File: src/rtl/enc_8b10b.sv
// 8b/10b encoder with running-disparity tracking and a one-deep valid/ready output register.
// Symbols are emitted abcdei_fghj with data_out[9] = a and data_out[0] = j.
module enc_8b10b #(
    parameter logic RD_INIT = 1'b0
) (
    input  logic       clk,
    input  logic       reset,
    input  logic [7:0] data_in,
    input  logic       k_in,
    input  logic       valid_in,
    output logic       ready_out,
    output logic [9:0] data_out,
    output logic       valid_out,
    input  logic       ready_in,
    output logic       rd_out,
    output logic       k_error
);

    logic [4:0] x_val;
    logic [2:0] y_val;
    logic       is_k28;
    logic       k_supported;
    logic [5:0] code6_neg;
    logic [5:0] code6;
    logic       unbal6;
    logic       rd6;
    logic       use_alt7;
    logic [3:0] code4_neg;
    logic [3:0] code4;
    logic       unbal4;
    logic       rd_next;
    logic       accept;

    // 5b/6b sub-block as seen at RD-; the RD+ form is derived by complementing.
    function automatic logic [5:0] code6_rd_neg(input logic [4:0] v);
        logic [5:0] c;
        case (v)
            5'd0:    c = 6'b100111;
            5'd1:    c = 6'b011101;
            5'd2:    c = 6'b101101;
            5'd3:    c = 6'b110001;
            5'd4:    c = 6'b110101;
            5'd5:    c = 6'b101001;
            5'd6:    c = 6'b011001;
            5'd7:    c = 6'b111000;
            5'd8:    c = 6'b111001;
            5'd9:    c = 6'b100101;
            5'd10:   c = 6'b010101;
            5'd11:   c = 6'b110100;
            5'd12:   c = 6'b001101;
            5'd13:   c = 6'b101100;
            5'd14:   c = 6'b011100;
            5'd15:   c = 6'b010111;
            5'd16:   c = 6'b011011;
            5'd17:   c = 6'b100011;
            5'd18:   c = 6'b010011;
            5'd19:   c = 6'b110010;
            5'd20:   c = 6'b001011;
            5'd21:   c = 6'b101010;
            5'd22:   c = 6'b011010;
            5'd23:   c = 6'b111010;
            5'd24:   c = 6'b110011;
            5'd25:   c = 6'b100110;
            5'd26:   c = 6'b010110;
            5'd27:   c = 6'b110110;
            5'd28:   c = 6'b001110;
            5'd29:   c = 6'b101110;
            5'd30:   c = 6'b011110;
            default: c = 6'b101011;
        endcase
        return c;
    endfunction

    // 3b/4b sub-block as seen at RD-, before K28 and alternate-7 adjustments.
    function automatic logic [3:0] code4_rd_neg(input logic [2:0] v);
        logic [3:0] c;
        case (v)
            3'd0:    c = 4'b1011;
            3'd1:    c = 4'b1001;
            3'd2:    c = 4'b0101;
            3'd3:    c = 4'b1100;
            3'd4:    c = 4'b1101;
            3'd5:    c = 4'b1010;
            3'd6:    c = 4'b0110;
            default: c = 4'b1110;
        endcase
        return c;
    endfunction

    assign ready_out = ~valid_out | ready_in;
    assign accept    = valid_in & ready_out;

    // D.07 and D.x.3 are balanced yet still swap form with disparity, and every
    // K28 fghj swaps, which is what gives K28.1/2/5/6 their inverted balanced forms.
    always_comb begin
        x_val       = data_in[4:0];
        y_val       = data_in[7:5];
        is_k28      = k_in && (x_val == 5'd28);
        k_supported = is_k28 ||
                      (k_in && (y_val == 3'd7) &&
                       ((x_val == 5'd23) || (x_val == 5'd27) ||
                        (x_val == 5'd29) || (x_val == 5'd30)));

        code6_neg = is_k28 ? 6'b001111 : code6_rd_neg(x_val);
        unbal6    = ($countones(code6_neg) != 3);
        code6     = (rd_out && (unbal6 || (!is_k28 && (x_val == 5'd7)))) ? ~code6_neg : code6_neg;
        rd6       = rd_out ^ unbal6;

        use_alt7 = (y_val == 3'd7) &&
                   (k_supported ||
                    (!rd6 && ((x_val == 5'd17) || (x_val == 5'd18) || (x_val == 5'd20))) ||
                    ( rd6 && ((x_val == 5'd11) || (x_val == 5'd13) || (x_val == 5'd14))));

        code4_neg = code4_rd_neg(y_val);
        if (use_alt7) begin
            code4_neg = 4'b0111;
        end else if (is_k28 && ((y_val == 3'd1) || (y_val == 3'd2) ||
                                (y_val == 3'd5) || (y_val == 3'd6))) begin
            code4_neg = ~code4_neg;
        end
        unbal4  = ($countones(code4_neg) != 2);
        code4   = (rd6 && (unbal4 || (y_val == 3'd3) || is_k28)) ? ~code4_neg : code4_neg;
        rd_next = rd6 ^ unbal4;
    end

    // Output register: load on accept, drop valid on a consume without a new accept.
    always_ff @(posedge clk or negedge reset) begin
        if (!reset) begin
            valid_out <= 1'b0;
            data_out  <= 10'b0;
            k_error   <= 1'b0;
            rd_out    <= RD_INIT;
        end else if (accept) begin
            valid_out <= 1'b1;
            data_out  <= {code6, code4};
            k_error   <= k_in & ~k_supported;
            rd_out    <= rd_next;
        end else if (ready_in) begin
            valid_out <= 1'b0;
        end
    end

endmodule

File: config.mk
export PLATFORM = sky130hd
export DESIGN_NAME = enc_8b10b
export DESIGN_NICKNAME = d
export VERILOG_FILES = /design/src/rtl/enc_8b10b.sv
export SDC_FILE = /design/constraint.sdc
export NUM_CORES = 1
export LEC_CHECK = 0
export BUFFER_PORTS_ARGS = -buffer_cell sky130_fd_sc_hd__buf_2
export CAP_MARGIN = 10
export CORE_MARGIN = 1.5
export CORE_UTILIZATION = 57
export DETAILED_ROUTE_END_ITERATION = 10
export HOLD_SLACK_MARGIN = 0.02
export PLACE_DENSITY = 0.9
export SYNTH_ARGS = -nofsm -noshare
export SYNTH_HDL_FRONTEND = slang
export SYNTH_SLANG_ARGS = --single-unit
File: constraint.sdc
create_clock -name clk -period 3.21 [get_ports clk]
set_clock_uncertainty 0.05 [all_clocks]
set_input_delay 0.4815 -clock clk [delete_from_list [all_inputs] [get_ports clk]]
set_output_delay 0.4815 -clock clk [all_outputs]
set_load 0.03 [all_outputs]
==> PnR_summary.wiki, run 1 <==
{| class="wikitable"
! Metric !! Value
|-
| Result of the run || did not finish
|-
| Last stage || 4_1_cts
|-
| Error message || [ERROR DPL-0038] Utilization greater than 100%, impossible to legalize
|-
| Initial Utilization || 62.1%
|-
| Post-detail-place hpwl || 3970 um
|-
| Clock root buffer master || sky130_fd_sc_hd__clkbuf_4
|-
| Number of instances in the synthesized netlist || 187
|-
| DP Worst Slack || -2.80 ns
|-
| Resized cells post-CTS || 14
|-
| Number of standard-cell rows in the floorplan || 18
|-
| Final weighted congestion of routability-driven global placement || 0.897
|-
| Post-CTS setup buffer count || 37
|-
| Number of port buffers || 26
|-
| Cell count after placement || 294
|-
| Hold bufs inserted after CTS || 0
|-
| Bufs on Longest Clock Path || 2
|-
| Clk sink count || 13
|-
| Post-synthesis instance area || 1590 um^2
|-
| FFs w/ async S/R, synth || 100%
|-
| Register bit count reported by yosys || 13
|-
| Net count after synthesis || 220
|-
| Count of flip-flops with a built-in enable after synthesis || 0
|-
| Cell variety after synth || 55
|-
| Synthesized area per cell || 8.52 um^2
|-
| Die Width || between 50 and 60 um
|-
| Synth Flop Type || sky130_fd_sc_hd__dfrtp_1
|-
| Total number of H-tree levels || 1
|-
| Share of the yosys chip area belonging to registers || 20.4%
|-
| Placement Cell Area || 2270 um^2
|-
| # IOs || 27
|-
| Yosys warns || 0
|-
| Overall die height || 55.9 um
|-
| Cts bufs inserted || 3
|}
kinds of logic after synthesis:
kind of cell	after synthesis	share of synthesized area, %
AO/OA/AOI/OAI	44	20.5
XOR/XNOR	11	6.51
adder cells (fa/ha/maj)	20	17.6
buffers and inverters	21	5.42
flip-flops	13	20.4
multiplexers	6	4.16
AND/OR/NAND/NOR	72	25.4
through the flow:
step	util [%]	hold WS, ns
floorplan	-	0.136
global placement	88.3	0.313
detailed placement	88.3	0.319
Yosys cell counts (2+ instances only):
| master | n | area (um^2) |
|---|---|---|
| sky130_fd_sc_hd__fa_1 | 4 | 80.1 |
| sky130_fd_sc_hd__nor2_1 | 13 | 48.8 |
| sky130_fd_sc_hd__o21a_1 | 2 | 15.0 |
| sky130_fd_sc_hd__clkbuf_1 | 3 | 11.3 |
| sky130_fd_sc_hd__xnor2_1 | 5 | 43.8 |
| sky130_fd_sc_hd__nand2_1 | 21 | 78.8 |
| sky130_fd_sc_hd__nand2b_1 | 8 | 50.1 |
| sky130_fd_sc_hd__a2111oi_0 | 2 | 17.5 |
| sky130_fd_sc_hd__ha_1 | 16 | 200 |
| sky130_fd_sc_hd__xor2_1 | 5 | 43.8 |
| sky130_fd_sc_hd__nor3_1 | 2 | 10.0 |
| sky130_fd_sc_hd__or4b_1 | 2 | 20.0 |
| sky130_fd_sc_hd__o21ai_0 | 2 | 10.0 |
| sky130_fd_sc_hd__and4_1 | 2 | 17.5 |
| sky130_fd_sc_hd__inv_1 | 14 | 52.6 |
| sky130_fd_sc_hd__a211o_1 | 2 | 17.5 |
| sky130_fd_sc_hd__nor2b_1 | 4 | 25.0 |
| sky130_fd_sc_hd__o21ai_1 | 5 | 25.0 |
| sky130_fd_sc_hd__a21o_1 | 2 | 15.0 |
| sky130_fd_sc_hd__buf_2 | 3 | 15.0 |
| sky130_fd_sc_hd__dfrtp_1 | 13 | 325 |
| sky130_fd_sc_hd__o31ai_1 | 6 | 45.0 |
| sky130_fd_sc_hd__o211ai_1 | 3 | 22.5 |
| sky130_fd_sc_hd__nand3_1 | 4 | 20.0 |
| sky130_fd_sc_hd__mux2i_1 | 4 | 40.0 |
| sky130_fd_sc_hd__or3_1 | 5 | 31.3 |
| sky130_fd_sc_hd__a21oi_1 | 7 | 35.0 |
==> inputs of run 2 (changes only) <==
--- a/config.mk
+++ b/config.mk
@@ -8,10 +8,9 @@
 export BUFFER_PORTS_ARGS = -buffer_cell sky130_fd_sc_hd__buf_2
 export CAP_MARGIN = 10
 export CORE_MARGIN = 1.5
-export CORE_UTILIZATION = 57
+export CORE_UTILIZATION = 40
 export DETAILED_ROUTE_END_ITERATION = 10
-export HOLD_SLACK_MARGIN = 0.02
-export PLACE_DENSITY = 0.9
+export PLACE_DENSITY_LB_ADDON = 0.15
 export SYNTH_ARGS = -nofsm -noshare
 export SYNTH_HDL_FRONTEND = slang
 export SYNTH_SLANG_ARGS = --single-unit
==> PnR_summary.wiki, run 2 <==
{| class="wikitable"
! Metric !! Value
|-
| Number of instances in the synthesized netlist || roughly 190
|-
| Area leader, netlist || sky130_fd_sc_hd__dfrtp_1
|-
| Worst setup SP type || primary input
|-
| Kind of path behind the tightest hold check || in -> async
|-
| DP Worst Slack || -2.73 ns
|-
| Final weighted congestion of routability-driven global placement || 0.879
|-
| Final worst path period need || 5.51 ns
|-
| Sum of internal, switching and leakage power || about 1200 uW
|-
| Most frequent cell after synthesis || sky130_fd_sc_hd__nand2_1
|-
| Achievable clock frequency || 182 MHz
|-
| Clock root buffer master || sky130_fd_sc_hd__clkbuf_8
|-
| Register bit count reported by yosys || 13
|-
| Final number of max-transition violations || 0
|-
| Commonest cells in the netlist || sky130_fd_sc_hd__nand2_1, sky130_fd_sc_hd__ha_1, sky130_fd_sc_hd__inv_1
|-
| Unrepaired setup endpoints after global routing || yes
|-
| Bufs on Longest Clock Path || 2
|-
| Vias in the first global route || 1669
|-
| Clk sink count || 13
|-
| Finished Core Util || 66.6%
|-
| Post-synthesis instance area || around 1600 um^2
|-
| Count of non-filler cells in the finished layout || 320
|-
| Worst relative slew slack || 60.3%
|-
| Maximum number of pins on one net before global-route repair || 21
|-
| Nets || 306
|-
| Share of the yosys chip area belonging to registers || between 20% and 30%
|-
| Synthesized area per cell || 8.52 um^2
|-
| Number of antenna violations at the first check in global routing || 0
|-
| Remaining Overflow, GRT || 0
|-
| Floorplan Core Area || 3740 um^2
|-
| Commonest cells after routing, fill and taps aside || sky130_fd_sc_hd__buf_4, sky130_fd_sc_hd__buf_2, sky130_fd_sc_hd__nand2_1
|-
| Biggest area contributors in the synthesized netlist || sky130_fd_sc_hd__dfrtp_1, sky130_fd_sc_hd__ha_1, sky130_fd_sc_hd__fa_1, sky130_fd_sc_hd__nand2_1, sky130_fd_sc_hd__inv_1
|-
| Register ranked first by flip-flop count || data_out
|-
| Count of flip-flops with a built-in enable after synthesis || 0
|-
| Crit path DAT || 5.58 ns
|-
| Final Hold Viols || 0
|-
| Power Dens Cells || 497 nW/um^2
|-
| Register-to-Register Setup Slack || ~0.17 ns
|-
| Number of standard-cell rows in the floorplan || 22
|-
| # IOs || 27
|-
| Antenna cell count || 0
|-
| First-pass GRT wire length || 7280 um
|-
| Data required time at the worst endpoint || about 3.3 ns
|-
| Hold bufs inserted after CTS || 0
|-
| Ratio of routed vias to standard cells || 5.21
|-
| Synth Flop Type || sky130_fd_sc_hd__dfrtp_1
|-
| Die Width || 66.1 um
|-
| CTS tree || done
|-
| Overall die height || 66.1 um
|-
| Most common library cell in the layout ignoring fill and taps || sky130_fd_sc_hd__buf_4
|-
| First-pass iteration count of the detailed router || 4
|-
| Cell variety after synth || 55
|-
| Max-cap check violation count || 0
|-
| Number of nets with antenna violations after detailed routing || 0
|-
| Latest clock arrival within the worst-skew pair || 0.24 ns
|-
| Layout overhead on the synthesized area || 56.4%
|-
| Clock slew seen by the registers of the worst setup and hold paths || 0.05 ns
|-
| DR vias || roughly 1700
|-
| Filler cell count in the final layout || between 300 and 400
|-
| FFs w/ async S/R, synth || 100%
|-
| Transition time at the pin with the least slew margin || between 0.5 and 0.6 ns
|-
| Initial Utilization || 42.6%
|-
| Classification of the worst setup path || in -> reg
|-
| Yosys warns || 0
|-
| Aggregate routed wire length || roughly 4100 um
|-
| Startpoint of the worst-slack reg-to-reg timing path || rd_out
|-
| Fraction of the cycle the final worst path needs || 172%
|-
| Cts bufs inserted || 3
|-
| Post-detail-place hpwl || 3380 um
|-
| Crit Path Max Fanout || 4
|-
| Starting DRT DRC Count || 92
|-
| Number of port buffers || 26
|-
| Net count after synthesis || 220
|-
| Proportion of layout cells with a drive suffix above 1 || 46.3%
|-
| Average wire length per cell after detail routing || about 13 um
|-
| Number of flip-flops under the largest register name || 10
|-
| Cell count after placement || 313
|-
| Detailed-route DRC error count || 0
|-
| Critical Path Sink Type || flop
|-
| GR Util All Layers || 20.7%
|-
| Final setup viols || 11
|-
| Share of the synthesized area in the top cell type || 20.4%
|-
| LEAKAGE || around 0.0012 uW
|-
| Total Die Area || 4370 um^2
|-
| Total number of H-tree levels || 1
|-
| Reg2reg path depth || 12
|-
| Setup slack of the critical path after layout || -2.30 ns
|-
| Violations in the final reports || setup timing
|-
| Result of the run || complete, but fails checks
|-
| Worst ir drop on vdd || 0.000177 V
|-
| Reg-to-reg endpoint || rd_out
|}
==> run 2: worst max-delay path: stages <==
cell and delay, ns:
sky130_fd_sc_hd__buf_12 0.10, sky130_fd_sc_hd__inv_16 0.03, sky130_fd_sc_hd__ha_4 0.23, sky130_fd_sc_hd__nand2_2 0.06, sky130_fd_sc_hd__nand2_1 0.05, sky130_fd_sc_hd__a211o_1 0.27
sky130_fd_sc_hd__and3_4 0.16, sky130_fd_sc_hd__fa_1 0.48, sky130_fd_sc_hd__inv_1 0.05, sky130_fd_sc_hd__fa_1 0.50, sky130_fd_sc_hd__ha_2 0.18, sky130_fd_sc_hd__inv_2 0.03
sky130_fd_sc_hd__fa_1 0.47, sky130_fd_sc_hd__nand3b_4 0.14, sky130_fd_sc_hd__xor2_2 0.19, sky130_fd_sc_hd__mux2_4 0.34, sky130_fd_sc_hd__or3_4 0.34, sky130_fd_sc_hd__fa_1 0.51
sky130_fd_sc_hd__inv_1 0.05, sky130_fd_sc_hd__ha_2 0.16, sky130_fd_sc_hd__ha_1 0.18, sky130_fd_sc_hd__nor2_1 0.09, sky130_fd_sc_hd__nand2_1 0.08, sky130_fd_sc_hd__xnor2_1 0.16
sky130_fd_sc_hd__nor2_1 0.07, sky130_fd_sc_hd__xor2_1 0.16
==> run 2: worst max-delay path by stage <==
| stage | startpoint | endpoint | slack [ns] | cells after the start |
|---|---|---|---|---|
| after floorplan | data_in[1] | rd_out | -2.29 | 23 |
| after global placement | data_in[1] | rd_out | -2.54 | 26 |
| after detailed placement | data_in[1] | rd_out | -2.73 | 26 |
| after CTS | data_in[1] | rd_out | -2.26 | 26 |
| after global routing | data_in[1] | rd_out | -2.49 | 26 |
| final | data_in[1] | rd_out | -2.30 | 26 |
==> run 2: logic make-up after synthesis <==
| kind of cell | synth area share, % |
|---|---|
| compound gates | 20.5 |
| buf+inv | 5.42 |
| fa+ha+maj | 17.6 |
| xor+xnor | 6.51 |
| mux | 4.16 |
| flops | 20.4 |
| simple gates | 25.4 |
==> run 2: what timing repair did <==
| item | CTS | global route |
|---|---|---|
| resized for setup | 11 | 17 |
| setup buffers | 1 | 3 |
| pin swaps | 9 | 6 |
| setup endpoints to repair | 11 | 11 |
==> run 2: final cells by class <==
| class | instances | area, um^2 | area share, % |
|---|---|---|---|
| multi-input combinational | 153 | 1340 | 53.7 |
| tap | 48 | 60.1 | 2.41 |
| sequential | 13 | 325 | 13.0 |
| timing repair buffer | 88 | 647 | 25.9 |
| inverter | 14 | 76.3 | 3.06 |
| clock buffer | 4 | 45.0 | 1.81 |
==> run 2: through the flow <==
| step | hold WS [ns] | area, um^2 | setup TNS (ns) |
|---|---|---|---|
| CTS | 0.0655 | 2400 | -11.20 |
| floorplan | 0.136 | 1690 | -10.60 |
| global placement | 0.316 | 2300 | -14.17 |
| detailed placement | 0.321 | 2300 | -15.45 |
| global route | 0.0770 | 2490 | -12.91 |
| finish | 0.0590 | 2490 | -11.53 |
==> run 2: routing by layer <==
layer	routed length, um	share of wire [%]	global-route usage, %
met4	80	1.9	8.16
met1	1850	45	26.6
met3	152	3.7	0.681
met5	0	0	0
met2	2060	50	36.4
==> run 2: where the power goes <==
group / internal, uW / switching [uW] / total, uW
logic: 382 / 439 / 821
registers: 231 / 45.5 / 276
clock network: 87.4 / 53.9 / 141
(Power assumes the default switching activity.)
